`src/rtl/bcd_pkg.sv`:
```
// Shared types for the serial BCD modulus checker: digit type, FSM states
// and a BCD range helper.
package bcd_pkg;

    localparam int BCD_W   = 4;
    localparam int BCD_MAX = 9;

    typedef logic [BCD_W-1:0] bcd_digit_t;

    // IDLE: waiting for the first digit of a frame
    // ACCUM: mid-frame, folding digits into the running remainder
    // HOLD: result presented, waiting for the consumer
    typedef enum logic [1:0] {
        IDLE  = 2'd0,
        ACCUM = 2'd1,
        HOLD  = 2'd2
    } bcd_state_t;

    // True when the nibble is a legal decimal digit.
    function automatic logic is_bcd(input bcd_digit_t d);
        return (d <= bcd_digit_t'(BCD_MAX));
    endfunction

endpackage

```
`src/rtl/bcd_mod_step.sv`:
```
// One Horner step of the decimal-to-modulus fold: r' = (r*10 + d) mod DIVISOR.
// Purely combinational; the intermediate fits in 8 bits (r <= 14, d <= 15).
module bcd_mod_step
    import bcd_pkg::*;
#(
    parameter int DIVISOR = 3,
    parameter int REM_W   = $clog2(DIVISOR)
) (
    input  logic [REM_W-1:0] rem_i,
    input  bcd_digit_t       digit_i,
    output logic [REM_W-1:0] rem_o
);

    logic [7:0] wide;

    // Shift the running remainder one decimal place, add the digit, reduce.
    always_comb begin
        wide  = 8'(rem_i) * 8'd10 + 8'(digit_i);
        rem_o = REM_W'(wide % 8'(DIVISOR));
    end

endmodule

```
`src/rtl/bcd_mod_stream.sv`:
```
// Serial BCD number -> remainder mod DIVISOR, one digit per cycle, MSD first.
// Frames end on in_last; the result is held on a valid/ready output until taken.
// Optional feature: define BCD_CHECK_EN to flag non-BCD digits on out_err.
module bcd_mod_stream
    import bcd_pkg::*;
#(
    parameter int NDIG    = 4,
    parameter int DIVISOR = 3,
    localparam int CNT_W  = $clog2(NDIG + 1),
    localparam int REM_W  = $clog2(DIVISOR)
) (
    input  logic             clk,
    input  logic             rst,
    input  logic             in_valid,
    output logic             in_ready,
    input  logic [BCD_W-1:0] in_digit,
    input  logic             in_last,
    output logic             out_valid,
    input  logic             out_ready,
    output logic [REM_W-1:0] out_rem,
    output logic             out_div,
    output logic [CNT_W-1:0] out_ndig,
    output logic             out_ovf,
    output logic             out_err
);

    bcd_state_t       state_q, state_d;
    logic [REM_W-1:0] acc_q, acc_d;
    logic [CNT_W-1:0] cnt_q, cnt_d;
    logic             ovf_q, ovf_d;
    logic [REM_W-1:0] out_rem_q, out_rem_d;
    logic             out_div_q, out_div_d;
    logic [CNT_W-1:0] out_ndig_q, out_ndig_d;
    logic             out_ovf_q, out_ovf_d;

    logic             accept;
    logic             first;
    logic             done;
    logic [REM_W-1:0] rem_base, rem_step;
    logic [CNT_W-1:0] cnt_base, cnt_step;
    logic             ovf_base, ovf_step, cnt_sat;

    // Ready drops combinationally while reset is held so nothing slips in.
    assign in_ready  = ~rst & (state_q != HOLD);
    assign out_valid = (state_q == HOLD);
    assign accept    = in_valid & in_ready;
    assign done      = out_valid & out_ready;
    // A frame always starts from a zero accumulator, whatever is left in acc_q.
    assign first     = (state_q == IDLE);

    assign out_rem   = out_rem_q;
    assign out_div   = out_div_q;
    assign out_ndig  = out_ndig_q;
    assign out_ovf   = out_ovf_q;

    bcd_mod_step #(
        .DIVISOR (DIVISOR),
        .REM_W   (REM_W)
    ) u_step (
        .rem_i   (rem_base),
        .digit_i (bcd_digit_t'(in_digit)),
        .rem_o   (rem_step)
    );

    // Per-digit update of count / overflow; remainder keeps folding past NDIG.
    always_comb begin
        rem_base = first ? '0 : acc_q;
        cnt_base = first ? '0 : cnt_q;
        ovf_base = first ? 1'b0 : ovf_q;
        cnt_sat  = (cnt_base == CNT_W'(NDIG));
        cnt_step = cnt_sat ? cnt_base : cnt_base + 1'b1;
        ovf_step = ovf_base | cnt_sat;
    end

    // Next-state and result capture.
    always_comb begin
        state_d    = state_q;
        acc_d      = acc_q;
        cnt_d      = cnt_q;
        ovf_d      = ovf_q;
        out_rem_d  = out_rem_q;
        out_div_d  = out_div_q;
        out_ndig_d = out_ndig_q;
        out_ovf_d  = out_ovf_q;
        case (state_q)
            IDLE, ACCUM: begin
                if (accept) begin
                    acc_d = rem_step;
                    cnt_d = cnt_step;
                    ovf_d = ovf_step;
                    if (in_last) begin
                        state_d    = HOLD;
                        out_rem_d  = rem_step;
                        out_div_d  = (rem_step == '0);
                        out_ndig_d = cnt_step;
                        out_ovf_d  = ovf_step;
                    end else begin
                        state_d = ACCUM;
                    end
                end
            end
            HOLD: begin
                if (done) state_d = IDLE;
            end
            default: state_d = IDLE;
        endcase
    end

    // State, accumulator and output registers.
    always_ff @(posedge clk or posedge rst) begin
        if (rst) begin
            state_q    <= IDLE;
            acc_q      <= '0;
            cnt_q      <= '0;
            ovf_q      <= 1'b0;
            out_rem_q  <= '0;
            out_div_q  <= 1'b0;
            out_ndig_q <= '0;
            out_ovf_q  <= 1'b0;
        end else begin
            state_q    <= state_d;
            acc_q      <= acc_d;
            cnt_q      <= cnt_d;
            ovf_q      <= ovf_d;
            out_rem_q  <= out_rem_d;
            out_div_q  <= out_div_d;
            out_ndig_q <= out_ndig_d;
            out_ovf_q  <= out_ovf_d;
        end
    end

`ifdef BCD_CHECK_EN
    logic err_q, err_d;
    logic out_err_q, out_err_d;
    logic err_step;

    // Sticky non-BCD flag; the digit itself still goes through the fold.
    always_comb begin
        err_step  = (first ? 1'b0 : err_q) | ~is_bcd(bcd_digit_t'(in_digit));
        err_d     = err_q;
        out_err_d = out_err_q;
        if (accept) begin
            err_d = err_step;
            if (in_last) out_err_d = err_step;
        end else if (done) begin
            err_d     = 1'b0;
            out_err_d = 1'b0;
        end
    end

    // Error flag registers.
    always_ff @(posedge clk or posedge rst) begin
        if (rst) begin
            err_q     <= 1'b0;
            out_err_q <= 1'b0;
        end else begin
            err_q     <= err_d;
            out_err_q <= out_err_d;
        end
    end

    assign out_err = out_err_q;
`else
    assign out_err = 1'b0;
`endif

endmodule
```
`config.mk`:
```
export PLATFORM = sky130hd
export DESIGN_NAME = bcd_mod_stream
export DESIGN_NICKNAME = d
export VERILOG_FILES = /design/src/rtl/bcd_pkg.sv /design/src/rtl/bcd_mod_step.sv /design/src/rtl/bcd_mod_stream.sv
export SDC_FILE = /design/constraint.sdc
export NUM_CORES = 1
export LEC_CHECK = 0
export ABC_AREA = 1
export BUFFER_PORTS_ARGS = -buffer_cell sky130_fd_sc_hd__buf_4
export CAP_MARGIN = 0
export CORE_MARGIN = 10
export CORE_UTILIZATION = 60
export DETAILED_ROUTE_END_ITERATION = 10
export GPL_ROUTABILITY_DRIVEN = 0
export PLACE_DENSITY = 0.93
export SETUP_SLACK_MARGIN = 0.4
export SKIP_LAST_GASP = 1
export SYNTH_ARGS = -nofsm -noshare
export SYNTH_HDL_FRONTEND = slang
export SYNTH_SLANG_ARGS = --single-unit
```
`constraint.sdc`:
```
create_clock -name clk -period 7.7 [get_ports clk]
set_input_delay 0.77 -clock clk [delete_from_list [all_inputs] [get_ports clk]]
set_output_delay 0.77 -clock clk [all_outputs]
set_load 0.02 [all_outputs]
```
# Word-level counts from Yosys, hierarchy flattened
# Index checks and enable logic that the tools add are counted.
# totals
word_cells	37
inputBits	9
out_inout_bits	10
ff_bits	15
# classes
n_mux	8
addsub	2
multipliers	1
n_reduce_logical	6
n_eq_ne	6
div	1
n_bitwise	5
# op_table
operator	n
$mod 8x2->8 const B	1
$mux 2	4
$add 6x4->7	1
$mux 3	2
$mul 2x3->5 const B	1
$logic_not 2->1	2
$ne 2x2->1 const B	2
$pmux 2 s2	1
$reduce_and 2->1	2
$add 3x1->3 const B	1
$and 1x1->1	3
$eq 3x3->1 const B	1
$reduce_and 3->1	1
$eq 2x1->1 const B	1
$eq 2x2->1 const B	1
$ne 2x1->1 const B	1
$reduce_or 2->1	1
$mux 1	1
$not 1->1	1
$or 1x1->1	1

# Depth between registers and ports, before layout
# depth
depth_word	6
mapped_depth	29
mapped_depth_nobuf	29

# Cells and area by module
# Synthesis repeated with hierarchy kept, for this count alone.
# hier_totals
cells_unflattened	197
hier_area_um2	1390.1
# by_module_without_submodules
module	cells_per_inst	instances	area_each_um2	seq_area_each_um2
bcd_mod_stream	97	1	780.7	375.4
bcd_mod_step	100	1	609.3	0.0

# Worst setup path after synthesis
# No wires, ideal clock.
# synth_timing
path_type	input to register
start	input in_digit[1]
end	register out_div_q (netlist: out_div)
arrival_time_ns	3.170
setup_time_ns	0.117
path_slack_ns	4.413
stages	25
path_buffers	0
t_required_ns	7.583
cell_sequence	inv_1 > nor2_1 > fa_1 > inv_1 > nand3_1 > nand2_4 > nand3_2 > nand2_2 > nand3_4 > nand2_4 > nor2_2 > ha_1 > inv_1 > nand2_2 > inv_1 > nand2_1 > nand2_1 > inv_1 > ha_1 > a21oi_2 > nand3_2 > nand2_1 > nand2_1 > nand3_1 > nand2_1
# synth_between
elab_chain_len	3
# synth_lines
item	line	text
from (decl)	bcd_mod_stream.sv:16	input logic [BCD_W-1:0] in_digit,
$add 6x4->7	bcd_mod_step.sv:18	wide = 8'(rem_i) * 8'd10 + 8'(digit_i);
$mod 8x2->8	bcd_mod_step.sv:19	rem_o = REM_W'(wide % 8'(DIVISOR));
$logic_not 2->1	bcd_mod_stream.sv:94	out_div_d = (rem_step == '0);
to (signal assigned)	bcd_mod_stream.sv:126	out_div_q <= out_div_d;
to (decl)	bcd_mod_stream.sv:32	logic out_div_q, out_div_d;
# No other way between the ends.
# A chain may end at the register's enable or synchronous reset.

# Final worst setup path
# layout_timing
start	register state_q[1]
end	register out_div_q (netlist: out_div)
# layout_between
elab_chain_len	6
word_cells_on_any_way	12
cone_classes	add/sub: 1; mul: 1; div: 1; eq/ne: 2; mux: 1; bitwise: 2; reduce/logical: 4
# layout_lines
item	line	text
from (decl)	bcd_mod_stream.sv:27	bcd_state_t state_q, state_d;
from (signal assigned)	bcd_mod_stream.sv:121	state_q <= state_d;
$logic_not 2->1	bcd_mod_stream.sv:49, bcd_mod_stream.sv:85	
$mux 2	bcd_mod_stream.sv:67	rem_base = first ? '0 : acc_q;
$mul 2x3->5	bcd_mod_step.sv:18	
$add 6x4->7	bcd_mod_step.sv:18	
$mod 8x2->8	bcd_mod_step.sv:19	
$logic_not 2->1	bcd_mod_stream.sv:94	
# Several ways; a longest one is shown, not always the timed one.

==> metrics.csv <==
metric,value,unit
grt_pass1_wl,4.574,mm
syn-cell-area,0.001214,mm^2
ys_seq_area_share,30.93,%
r2r_end,out_div$_DFFE_PP0P_,
worst_slew_margin_rel,62.30,%
max_freq,281.5,MHz
cts_resized,0,
hp-start,out_ovf$_DFFE_PP0P_,
ys_seq_elements,15,
synth_most_common_cell,nand2_1,
arrival,3.74,ns
die_h,64.98,um
synth_top_cell_area_share,30.93,%
n_antenna_cell,0,
placementRows,16,
synthArstFlopShare,100.0,%
power_density,373.1,mW/mm^2
track_usage,13.27,%
syn_nets,179,
clkTransAtPathRegs,0.09,ns
antenna_left,0,
worstPathMaxFanout,5,
finalPower,0.0005206,W
grt_max_degree,16,
synthTopCellsByArea,"dfrtp_1 (31%), nand2_1 (14%), inv_1 (7.7%)",
rr_startpoint,state_q[1]$_DFFE_PP0P_,
drt-initial-drc-count,45,
worstSetupEndpointType,flip-flop,
drive_above_1_share,29.35,%
final_hold_viol_count,0,
io_pins,19,
period_share,46.13,%
leakagePower,0.7478,nW
synth_edf_count,0,
start_util,62.50,%
grt_overflow,0,
hp-class,flip-flop to flip-flop,
antenna_found_initial,0,
r2r_slack,4.15,ns
root_buffer,clkbuf_4,
placed_cells,207,
hold_buffers,0,
criticalPathCategory,flip-flop to flip-flop,
drt-wirelength-per-cell,12.32,um
crit_top_cell,nand2_1,
crit_slowest_cell,fa_1,
drc_errors,0,
grt_setup_unrepaired,no,
instances_no_fill,211,
ys_types,25,
setup_ws,4.148,ns
clock_skew,0.004065,ns
core_region_area,0.001942,mm^2
dp_hpwl,2.137,mm
slowest_delay,0.47,ns
area_delta_synth_final,14.95,%
vdd_ir_drop_max,0.2490,mV
ff2ff_path_depth,25,
cts.path.max_buffers,2,
clock_sinks,15,
syn_area_per_cell,7.400,um^2
postCtsSetupBuffers,0,
clock_latency,0.29,ns
holdPathEnd,out_ovf$_DFFE_PP0P_,
setup_tns,0,ns
syn-instance-count,164,
final-setup-viol-count,0,
critical_path_required,7.89,ns
numCtsBuffers,3,
cap_violations,0,
synth_common_cells,"nand2_1 (44), inv_1 (25), dfrtp_1 (15)",
synth_top_cell_by_area,dfrtp_1,
slew_violations,0,
die_area,0.004222,mm^2
fin_crit,3.552,ns
cts_tree,built,
tightestPinTransition,0.5649,ns
vias,1076,
drt-vias-per-instance,5.100,
port_buffers,17,
dr.pass1.iters,4,
die_width,64.98,um
wl,2.599,mm
h-tree-depth,1,
ys_warn_count,0,
status,finished clean,
nets,200,
cp-start-kind,flip-flop,
place_ws,3.989,ns
synthFlopType,dfrtp_1,
grt_pass1_vias,1114,
whs_path_depth,2,
==> worst max-delay path: cells and delay by family, from the launching register on <==
kind,cells,cell delay [ns]
AOI/OAI and AO/OA,2,0.24
adders and majority gates,3,0.93
buffers and inverters,5,0.48
DFF,1,0.43
and+or+nand+nor,15,1.39
==> per-stage QoR <==
stage	area, um^2	hold slack (ns)	util, %
2_1_floorplan	1214	0.4588	-
3_3_place_gp	1368	0.4587	70.43
3_5_place_dp	1368	0.4667	70.43
4_1_cts	1395	0.4884	71.84
5_1_grt	1395	0.5124	71.84
6_report	1395	0.4867	71.84
==> placed cells by master (no fill, tap or decap), types with 4 or more instances in the layout <==
cell	synthesis	routed
nand2_1	44	44
inv_1	25	25
buf_4	1	17
dfrtp_1	15	15
nor2_1	10	10
o21ai_0	9	9
nand3_1	7	7
inv_2	6	6
nand2_2	6	6
nand4_1	5	5
nand3_2	5	5
ha_1	5	5
nand2_4	4	4
a21oi_1	4	4
==> power breakdown <==
| group | total (W) | internal, W | switching [W] |
|---|---|---|---|
| Combinational | 0.000348 | 0.000125 | 0.000223 |
| Sequential | 0.000127 | 0.000109 | 0.0000184 |
| Clock | 0.0000458 | 0.0000194 | 0.0000264 |
==> layout make-up <==
cell class | instances | area [um^2]
tap | 27 | 33.78
timing repair buffer | 17 | 127.6
clock inverter | 1 | 5.005
clock buffer | 3 | 22.52
inverter | 32 | 120.1
fill | 155 | 546.8
sequential | 15 | 375.4
multi-input combinational | 116 | 710.7
==> state kept, by name, summed over array words and instances (netlist names) <==
signal / flops
cnt_q: 3
out_ndig: 3
out_div: 1
out_ovf: 1
state_q: 2
acc_q: 2
ovf_q: 1
out_rem: 2
==> worst max path at each step <==
stage                     cells past startpoint                   start                  end  slack [ns]
final                                        25  state_q[1]$_DFFE_PP0P_  out_div$_DFFE_PP0P_        4.15
after global routing                         25  state_q[0]$_DFFE_PP0P_  out_div$_DFFE_PP0P_        3.81
after CTS                                    25  state_q[1]$_DFFE_PP0P_  out_div$_DFFE_PP0P_        4.15
after detailed placement                     26             in_digit[1]  out_div$_DFFE_PP0P_        3.99
after global placement                       24             in_digit[1]  out_div$_DFFE_PP0P_        4.16
after floorplan                              25             in_digit[1]  out_div$_DFFE_PP0P_        4.41
==> kinds of logic after synthesis <==
logic type	count (synthesis)	share of synthesized area (%)
and+or+nand+nor	88	41.03
buffers and inverters	33	10.52
AOI/OAI and AO/OA	21	10.41
DFF	15	30.93
adders and majority gates	6	6.804
other	1	0.3090
==> layer usage <==
layer  vias up  GRT usage, %  wire length, um  share of wire (%)
met3         7         3.608               94                3.6
met4         0         6.417               44                1.7
met1       489         12.00              974                 37
met2        22         26.23             1486                 57
li1        558             -                -                  -
met5         -             0                0                  0
Note: power is estimated with default switching activity, not from simulation.
